==> src/rtl/genesis_pkg.sv <==
// rtl/genesis_pkg.sv - Genesis cart header addresses, quirk IDs and lookup helper
package genesis_pkg;

  localparam int ADDR_W  = 25;
  localparam int DATA_W  = 16;
  localparam int ENTRY_W = ADDR_W + DATA_W;

  // Word addresses of the serial-number field in the cart header
  localparam logic [ADDR_W-1:0] HDR_ID0 = 25'h182;
  localparam logic [ADDR_W-1:0] HDR_ID1 = 25'h184;
  localparam logic [ADDR_W-1:0] HDR_ID2 = 25'h186;
  localparam logic [ADDR_W-1:0] HDR_ID3 = 25'h188;
  localparam logic [ADDR_W-1:0] HDR_ID4 = 25'h18A;

  // 8-character serial numbers, first character in the top byte
  localparam logic [63:0] ID_SRAM_0   = "T-081276";
  localparam logic [63:0] ID_SRAM_1   = "T-81406 ";
  localparam logic [63:0] ID_SRAM_2   = "T-081586";
  localparam logic [63:0] ID_SRAM_3   = "T-81576 ";
  localparam logic [63:0] ID_SRAM_4   = "T-81476 ";
  localparam logic [63:0] ID_EEPROM_0 = "MK-1215 ";
  localparam logic [63:0] ID_EEPROM_1 = "G-4060  ";
  localparam logic [63:0] ID_EEPROM_2 = "00001211";
  localparam logic [63:0] ID_EEPROM_3 = "MK-1228 ";
  localparam logic [63:0] ID_EEPROM_4 = "G-5538  ";
  localparam logic [63:0] ID_EEPROM_5 = "00004076";
  localparam logic [63:0] ID_EEPROM_6 = "T-12046 ";
  localparam logic [63:0] ID_EEPROM_7 = "T-12053 ";
  localparam logic [63:0] ID_EEPROM_8 = "G-4524  ";
  localparam logic [63:0] ID_FIFO_0   = "T-89016 ";
  localparam logic [63:0] ID_FIFO_1   = "00001009";
  localparam logic [63:0] ID_FIFO_2   = "00004049";
  localparam logic [63:0] ID_ZBUS_0   = "T-103036";

  typedef struct packed {
    logic zbus;
    logic fifo;
    logic eeprom;
    logic sram;
  } quirk_t;

  // Map a complete serial number onto the set of cart quirks it needs
  function automatic quirk_t quirk_lookup(input logic [63:0] id);
    quirk_t q;
    q.sram   = (id == ID_SRAM_0) || (id == ID_SRAM_1) || (id == ID_SRAM_2) ||
               (id == ID_SRAM_3) || (id == ID_SRAM_4);
    q.eeprom = (id == ID_EEPROM_0) || (id == ID_EEPROM_1) || (id == ID_EEPROM_2) ||
               (id == ID_EEPROM_3) || (id == ID_EEPROM_4) || (id == ID_EEPROM_5) ||
               (id == ID_EEPROM_6) || (id == ID_EEPROM_7) || (id == ID_EEPROM_8);
    q.fifo   = (id == ID_FIFO_0) || (id == ID_FIFO_1) || (id == ID_FIFO_2);
    q.zbus   = (id == ID_ZBUS_0);
    return q;
  endfunction

endpackage

==> src/rtl/sync_fifo.sv <==
// rtl/sync_fifo.sv - single-clock FIFO with occupancy count and synchronous clear
module sync_fifo #(
  parameter int WIDTH = 41,
  parameter int DEPTH = 4
) (
  input  logic                       clk,
  input  logic                       reset,
  input  logic                       clr,
  input  logic                       wr_en,
  input  logic [WIDTH-1:0]           wr_data,
  input  logic                       rd_en,
  output logic [WIDTH-1:0]           rd_data,
  output logic [$clog2(DEPTH+1)-1:0] count,
  output logic                       full,
  output logic                       empty
);

  localparam int AW = $clog2(DEPTH);
  localparam int CW = $clog2(DEPTH + 1);

  logic [WIDTH-1:0] r_mem [DEPTH];
  logic [AW-1:0]    r_wr_ptr;
  logic [AW-1:0]    r_rd_ptr;
  logic [CW-1:0]    r_count;
  logic             w_wr;
  logic             w_rd;

  assign full    = (r_count == CW'(DEPTH));
  assign empty   = (r_count == '0);
  assign count   = r_count;
  assign rd_data = r_mem[r_rd_ptr];
  assign w_wr    = wr_en & ~full;
  assign w_rd    = rd_en & ~empty;

  // Pointer and occupancy tracking; DEPTH is a power of two so pointers wrap freely
  always_ff @(posedge clk) begin
    if (reset || clr) begin
      r_wr_ptr <= '0;
      r_rd_ptr <= '0;
      r_count  <= '0;
    end else begin
      if (w_wr) r_wr_ptr <= r_wr_ptr + AW'(1);
      if (w_rd) r_rd_ptr <= r_rd_ptr + AW'(1);
      r_count <= r_count + CW'(w_wr) - CW'(w_rd);
    end
  end

  // Storage array, no reset needed since empty entries are never read out
  always_ff @(posedge clk) begin
    if (w_wr && !clr) r_mem[r_wr_ptr] <= wr_data;
  end

endmodule

==> src/rtl/rom_loader.sv <==
// rtl/rom_loader.sv - buffers HPS ROM download words into toggle-handshake DDRAM writes
module rom_loader
  import genesis_pkg::*;
#(
  parameter int DEPTH = 4
) (
  input  logic              clk_sys,
  input  logic              reset,
  input  logic              ioctl_download,
  input  logic              ioctl_wr,
  input  logic [ADDR_W-1:0] ioctl_addr,
  input  logic [DATA_W-1:0] ioctl_data,
  output logic              ioctl_wait,
  output logic [ADDR_W-1:0] wraddr,
  output logic [DATA_W-1:0] din,
  output logic              we_req,
  input  logic              we_ack,
  output logic              sram_quirk,
  output logic              eeprom_quirk,
  output logic              fifo_quirk,
  output logic              zbus_quirk,
  output logic              overflow,
  output logic              busy
);

  localparam int CW = $clog2(DEPTH + 1);

  logic               r_dl_prev;
  logic               r_wait;
  logic               r_we_req;
  logic [ADDR_W-1:0]  r_wraddr;
  logic [DATA_W-1:0]  r_din;
  logic               r_overflow;
  logic [55:0]        r_id;
  quirk_t             r_quirk;

  logic               w_dl_rise;
  logic               w_wr_ok;
  logic               w_push;
  logic               w_drop;
  logic               w_pop;
  logic               w_full;
  logic               w_empty;
  logic [CW-1:0]      w_count;
  logic [CW-1:0]      w_count_next;
  logic [ENTRY_W-1:0] w_head;

  // A write arriving on the restart cycle is discarded along with the old contents
  assign w_dl_rise = ioctl_download & ~r_dl_prev;
  assign w_wr_ok   = ioctl_wr & ioctl_download & ~w_dl_rise;
  assign w_push    = w_wr_ok & ~w_full;
  assign w_drop    = w_wr_ok & w_full;
  assign w_pop     = (r_we_req == we_ack) & ~w_empty & ~w_dl_rise;

  sync_fifo #(
    .WIDTH (ENTRY_W),
    .DEPTH (DEPTH)
  ) u_fifo (
    .clk     (clk_sys),
    .reset   (reset),
    .clr     (w_dl_rise),
    .wr_en   (w_push),
    .wr_data ({ioctl_addr, ioctl_data[7:0], ioctl_data[15:8]}),
    .rd_en   (w_pop),
    .rd_data (w_head),
    .count   (w_count),
    .full    (w_full),
    .empty   (w_empty)
  );

  // Occupancy as it will be after this edge, so ioctl_wait tracks it with no extra lag
  always_comb begin
    w_count_next = w_count;
    if (w_dl_rise) w_count_next = '0;
    else           w_count_next = w_count + CW'(w_push) - CW'(w_pop);
  end

  // Download edge detector and registered backpressure
  always_ff @(posedge clk_sys) begin
    if (reset) begin
      r_dl_prev <= 1'b0;
      r_wait    <= 1'b0;
    end else begin
      r_dl_prev <= ioctl_download;
      r_wait    <= (w_count_next >= CW'(DEPTH - 1));
    end
  end

  // DDRAM request port: launch one write from the FIFO head whenever the last one is acked
  always_ff @(posedge clk_sys) begin
    if (reset) begin
      r_we_req <= 1'b0;
      r_wraddr <= '0;
      r_din    <= '0;
    end else if (w_dl_rise) begin
      r_we_req <= we_ack;
    end else if (w_pop) begin
      r_wraddr <= w_head[ENTRY_W-1:DATA_W];
      r_din    <= w_head[DATA_W-1:0];
      r_we_req <= ~r_we_req;
    end
  end

  // Sticky record that a write was dropped because the FIFO was full
  always_ff @(posedge clk_sys) begin
    if (reset || w_dl_rise) r_overflow <= 1'b0;
    else if (w_drop)        r_overflow <= 1'b1;
  end

  // Header serial capture and quirk lookup once the last serial byte arrives
  always_ff @(posedge clk_sys) begin
    if (reset || w_dl_rise) begin
      r_id    <= '0;
      r_quirk <= '0;
    end else if (w_push) begin
      case (ioctl_addr)
        HDR_ID0: r_id[55:48] <= ioctl_data[15:8];
        HDR_ID1: r_id[47:32] <= {ioctl_data[7:0], ioctl_data[15:8]};
        HDR_ID2: r_id[31:16] <= {ioctl_data[7:0], ioctl_data[15:8]};
        HDR_ID3: r_id[15:0]  <= {ioctl_data[7:0], ioctl_data[15:8]};
        HDR_ID4: r_quirk     <= r_quirk | quirk_lookup({r_id, ioctl_data[7:0]});
        default: ;
      endcase
    end
  end

  assign ioctl_wait   = r_wait;
  assign wraddr       = r_wraddr;
  assign din          = r_din;
  assign we_req       = r_we_req;
  assign overflow     = r_overflow;
  assign sram_quirk   = r_quirk.sram;
  assign eeprom_quirk = r_quirk.eeprom;
  assign fifo_quirk   = r_quirk.fifo;
  assign zbus_quirk   = r_quirk.zbus;
  assign busy         = ~w_empty | (r_we_req != we_ack);

endmodule

==> config.mk <==
export PLATFORM = sky130hd
export DESIGN_NAME = rom_loader
export DESIGN_NICKNAME = d
export VERILOG_FILES = /design/src/rtl/genesis_pkg.sv /design/src/rtl/sync_fifo.sv /design/src/rtl/rom_loader.sv
export SDC_FILE = /design/constraint.sdc
export NUM_CORES = 1
export LEC_CHECK = 0
export BUFFER_PORTS_ARGS = -buffer_cell sky130_fd_sc_hd__clkbuf_2
export CAP_MARGIN = 20
export CORE_MARGIN = 5
export CORE_UTILIZATION = 55
export DETAILED_ROUTE_END_ITERATION = 16
export PLACE_DENSITY = 0.74
export SYNTH_ARGS = -nofsm -noshare
export SYNTH_HDL_FRONTEND = slang
export SYNTH_SLANG_ARGS = --single-unit
==> constraint.sdc <==
create_clock -name clk_sys -period 7.1 [get_ports clk_sys]
set_input_delay 1.42 -clock clk_sys [delete_from_list [all_inputs] [get_ports clk_sys]]
set_output_delay 1.42 -clock clk_sys [all_outputs]
set_load 0.05 [all_outputs]
* After elaboration in Yosys (flattened, before gate mapping) *
Memory sizes are Yosys's and may differ from the RTL's. A register that Yosys moved wholly into a read port is not among the register bits.
Index checks and enable logic that the tools add are counted.

operators by class
  muxes and demuxes = 5
  equal/unequal tests = 26
  $lt $le $gt $ge = 1
  reductions and logical operators = 25
  add/sub/neg operators = 6
  bitwise gates (word level) = 16

operators with widths
  kind                  number
  $eq 64x63->1 const B  14
  $eq 64x62->1 const B  4
  $eq 25x9->1 const B   5
  $logic_or 1x1->1      15
  $reduce_and 2->1      6
  $and 1x1->1           9
  $add 3x1->3           2
  $sub 3x1->3           2
  $not 1->1             5
  $add 2x1->2 const B   2
  $mux 1                4
  $or 4x4->4            1
  $eq 3x3->1 const B    1
  $ge 3x2->1 const B    1
  $logic_not 3->1       1
  $mux 3                1
  $reduce_bool 2->1     1
  $eq 1x1->1            1
  $logic_and 1x1->1     1
  $logic_not 1->1       1
  $ne 1x1->1            1
  $or 1x1->1            1

storage, ports and cells
  word-level logic and storage cells = 95
  flip-flop bits (word level) = 71
  input port bits = 46
  memories = 1
  RAM bits = 164
  output and inout bits = 49

memory list
  memory        words  width  rd ports  clocked after memory_dff  wr ports  line             RTL
  u_fifo.r_mem  4      41     1         1                         1         sync_fifo.sv:21  logic [WIDTH-1:0] r_mem [DEPTH];

* Logic depth before layout (Yosys ltp) *
  depth in word-level cells = 10
  mapped depth = 11
  mapped depth without buffers = 10

* Cells and area by module *
From an unflattened synthesis, not the netlist that was laid out.

unflattened totals
  cells, all modules = 860
  area, all modules = 11214.5 µm²

modules (own cells, without submodules)
  module      cells each  seq. area each (µm²)  times used  area an instance (µm²)
  sync_fifo   265         5104.9                1           6458.7
  rom_loader  595         2102.0                1           4755.8

* Least setup slack after synthesis *
Ideal clock, no wire load.

  kind = input to register
  start = input port we_ack
  end = register u_fifo.r_count[2] (netlist: u_fifo.count[2])
  data required time = 6972 ps
  arrival = 3282 ps
  buffers on the path = 1
  slack = 3691 ps
  cell stages on the path = 11
  setup time = 128 ps
  cell sequence = xnor2_1 nand3_1 inv_2 clkbuf_1 ha_1 inv_1 ha_1 inv_1 fa_1 xnor2_1 nor2_1

on the way
  longest elaborated chain between the ends = 5

RTL lines
  element                    line              RTL
  from (decl)                rom_loader.sv:17  input logic we_ack,
  $eq 1x1->1                 rom_loader.sv:53  assign w_pop = (r_we_req == we_ack) & ~w_empty & ~w_dl_rise;
  $and 1x1->1 (2 in series)  rom_loader.sv:53
  $and 1x1->1                sync_fifo.sv:33   assign w_rd = rd_en & ~empty;
  net u_fifo.w_rd            sync_fifo.sv:26   logic w_rd;
  $sub 3x1->3                sync_fifo.sv:44   r_count <= r_count + CW'(w_wr) - CW'(w_rd);
  to (signal assigned)       sync_fifo.sv:44
  to (decl)                  sync_fifo.sv:24   logic [CW-1:0] r_count;

The timed path passes the listed nets, and every way through them passes these cells.
A chain may end at the register's enable or synchronous reset.

* Worst setup path in the final report *
  start = input port we_ack
  end = output port busy

on the way
  longest elaborated chain between the ends = 2

RTL lines
  element     line               RTL
  $ne 1x1->1  rom_loader.sv:136  assign busy = ~w_empty | (r_we_req != we_ack);
  $or 1x1->1  rom_loader.sv:136
  to (decl)   rom_loader.sv:23   output logic busy

Every way passes these cells.

==> metrics.md <==
| Metric | Value |
|---|---|
| Status | `finished, final reports clean` |
| Peak supply drop | `0.218 mV` |
| DRC errors left | `0` |
| Synth unique cells | `57` |
| Critical Path RT | `5.68 ns` |
| N_diodes | `0` |
| Initial DRC Count | `425` |
| Adder-cell share of the synthesized area | `1.27%` |
| Reg2reg path depth | `10` |
| Io pins | `95` |
| Die W | `152 um` |
| Slew margin rel. | `40.4%` |
| H-tree depth | `1` |
| Number of max-cap violations | `0` |
| Ys async rst share | `0%` |
| Final Util | `~65%` |
| Reg clk slew, reported paths | `0.06 ns` |
| Routed vias/inst | `approximately 5.8` |
| Die H | `152 um` |
| Post-synthesis simple-gate area fraction | `14.7%` |
| Fin crit share | `49.4%` |
| Grt met3 use | `between 3 and 4%` |
| Gr usage total | `21.7%` |
| Startpoint types | `input pin` |
| Worst Skew | `0.0122 ns` |
| RR Startpoint | `u_fifo.count[1]` |
| Power density over the cells | `263 nW/um^2` |
| Hold Path Stages | `2` |
| Top cell type's share of synthesized area | `44.7%` |
| Clk root buf | `clkbuf_16` |
| #FFs+latches synth | `276` |
| Initial core utilization | `56.2%` |
| Cell type with the largest total area after synthesis | `edfxtp_1` |
| Synth Area in Compound Gates | `3.74%` |
| Core Rows | `51` |
| Final setup viols | `0` |
| Synth Area in XOR/XNOR | `0.557%` |
| TNS Setup | `0 ns` |
| Largest family of logic cells by synthesized area | `simple AND/OR/NAND/NOR gates` |
| Max Buffers Root-to-Sink | `3` |
| Mux cell area share after synthesis | `12.2%` |
| Syn_area_per_cell | `between 10 and 15 sq um` |
| Pre-antenna DRT Iters | `5` |
| Highest clock rate | `285 MHz` |
| WS Path Type | `input pin to output pin` |
| Clk sinks | `approximately 280` |
| Mapped Area | `11000 sq um` |
| Vias in the first global route | `7083` |
| Final slew viol count | `0` |
| Hold buffer count at CTS | `0` |
| Reg2reg end | `u_fifo.count[2]` |
| Worst-Margin Slew | `0.882 ns` |
| Crit-path max FO | `3` |
| CTS tree | `built` |
| Busiest layer in global routing | `met2` |
| Routed via count | `6930` |
| Fraction of the yosys area taken by sequential cells | `65.1%` |
| Fraction of layout cells with a size suffix above 1 | `22.3%` |
| Hold WC Path Type | `flop to flop` |
| Antenna Nets Post-Route | `0` |
| Hold Worst Slack | `0.449 ns` |
| Number of I/O port buffers | `94` |
| Met1 Usage GRT | `28.3%` |
| Min Tclk post-route | `3.51 ns` |
| Number of gates resized after CTS | `0` |
| Post-CTS setup buffers | `0` |
| Cells after Synth | `830` |
| Area Growth Syn to Fin | `15.2%` |
| FF/Latch Area | `7170 sq um` |
| Die Area | `23000 sq um` |
| Total CTS buffers | `28` |
| Worst hold path endpoint | `sram_quirk` |
| Final Hold Viols | `0` |
| Area of the core | `just under 20000 sq um` |
| First-pass GRT wire length | `38.8 mm` |
| Initial antenna violation count | `0` |
| Clk Latency, worst-skew pair | `between 0.5 and 0.6 ns` |
| Data arrival, critical path | `around 2.1 ns` |
| Syn Nets | `886` |
| Routed len/inst | `a little over 20 um` |
| Number of synthesis warnings | `0` |
| LEAKAGE | `0.00431 uW` |
| RSZ-0062 raised after global routing | `no` |
| Pre-CTS setup slack | `3.12 ns` |
| Area of the multi-input gates | `3590 sq um` |
| Dpl hpwl | `15.2 mm` |
| M2 GR Usage | `37.5%` |
| Top_reg_cell synth | `edfxtp_1` |
| Setup ws final | `around 3.6 ns` |
| Post-synth EDFFs | `164` |
| Placer Congestion | `between 0.9 and 1` |
| Total gr overflow | `0` |
| Reg2reg setup slack | `approximately 4.3 ns` |
| Final layout net count | `973` |
| Filler cells | `1435` |
| Hold_sp | `sram_quirk` |
| Routed WL | `roughly 24 mm` |
| CP Capture Type | `output pin` |
| Largest net degree at the start of global routing | `70` |
| Total Power | `3340 uW` |
| Synth area leaders | `edfxtp_1, dfxtp_1, mux4_2` |
cells by family (layout without fill, tap and decap cells):
logic type | Yosys count | in the layout
compound gates | 76 | 76
flops | 276 | 276
mux | 83 | 83
fa+ha+maj | 10 | 10
xor+xnor | 7 | 7
buf+inv | 64 | 173
simple gates | 314 | 314
worst max path at each step:
stage	startpoint	endpoint	slack, ns	depth (start not counted)
2_1_floorplan	we_ack	u_fifo.count[2]	3.69	11
3_3_place_gp	ioctl_addr[10]	r_id[22]	2.93	7
3_5_place_dp	we_ack	u_fifo.count[2]	3.12	11
4_1_cts	we_ack	busy	3.57	4
5_1_grt	we_ack	u_fifo.count[2]	3.54	11
6_report	we_ack	busy	3.59	4
area by class of cell:
class / instances / share of cell area [%]
inverter: 17 / 0.503
timing repair buffer: 104 / 4.52
clock buffer: 38 / 6.47
clock inverter: 14 / 1.07
multi-input combinational: 490 / 28.3
tap: 265 / 2.61
sequential: 276 / 56.5
cells in the final DEF (no fill, tap or decap), types with 9 or more instances in the layout:
cell type / synthesis / layout
nand2_1: 126 / 126
nor4_1: 18 / 18
mux2i_1: 42 / 42
nand3_1: 13 / 12
nor2_1: 64 / 64
clkbuf_2: 1 / 94
nor4b_1: 9 / 9
dfxtp_1: 112 / 110
edfxtp_1: 164 / 164
mux4_2: 41 / 41
inv_1: 15 / 15
clkbuf_16: 0 / 30
a21oi_1: 65 / 65
nor3_1: 10 / 10
power by group:
group	internal (uW)	total (uW)	switching, uW
combinational	40.6	144	104
clock	886	1480	594
sequential	1710	1720	7.19
stage by stage:
stage	instances	area, sq um
finish	1204	12700
global route	1204	12700
CTS	1203	12700
detailed placement	1151	11700
global placement	1150	11700
floorplan	830	11000
synth_stat cells, types with 3 or more instances:
master	number
nand3b_1	5
nor4_1	18
buf_2	8
nor4bb_1	7
nor3_1	10
nand4_1	7
and4_1	4
nor4b_1	9
nand3_1	13
ha_1	8
nand4b_1	6
mux2i_1	42
clkbuf_1	35
and4bb_2	4
xnor2_1	5
nor2b_1	5
nand2b_1	9
dfxtp_1	112
nand2_1	126
and2_1	4
inv_1	15
and3b_1	3
nor3b_1	6
a21oi_1	65
nor2_1	64
edfxtp_1	164
mux4_2	41
sequential cells by signal, indices dropped and copies added, names as in the netlist:
name             flops
we_req               1
u_fifo.r_wr_ptr      2
wraddr              25
r_id                56
r_dl_prev            1
din                 16
fifo_quirk           1
u_fifo.count         3
u_fifo.r_mem       164
ioctl_wait           1
u_fifo.r_rd_ptr      2
zbus_quirk           1
sram_quirk           1
overflow             1
eeprom_quirk         1
per-layer routing:
layer / part of all wire [%] / wire, um / vias to the layer above
met1: 42 / 10300 / 3452
met2: 50 / 12000 / 202
met5: 0 / 0 / -
met3: 6.2 / 1500 / 37
met4: 1.9 / 462 / 0
li1: - / - / 3239
critical path, stage by stage:
cell,delay (ns)
clkbuf_2,0.11
xnor2_1,0.23
nand2b_1,0.08
clkbuf_2,0.24
Note: power is estimated with default switching activity, not from simulation.
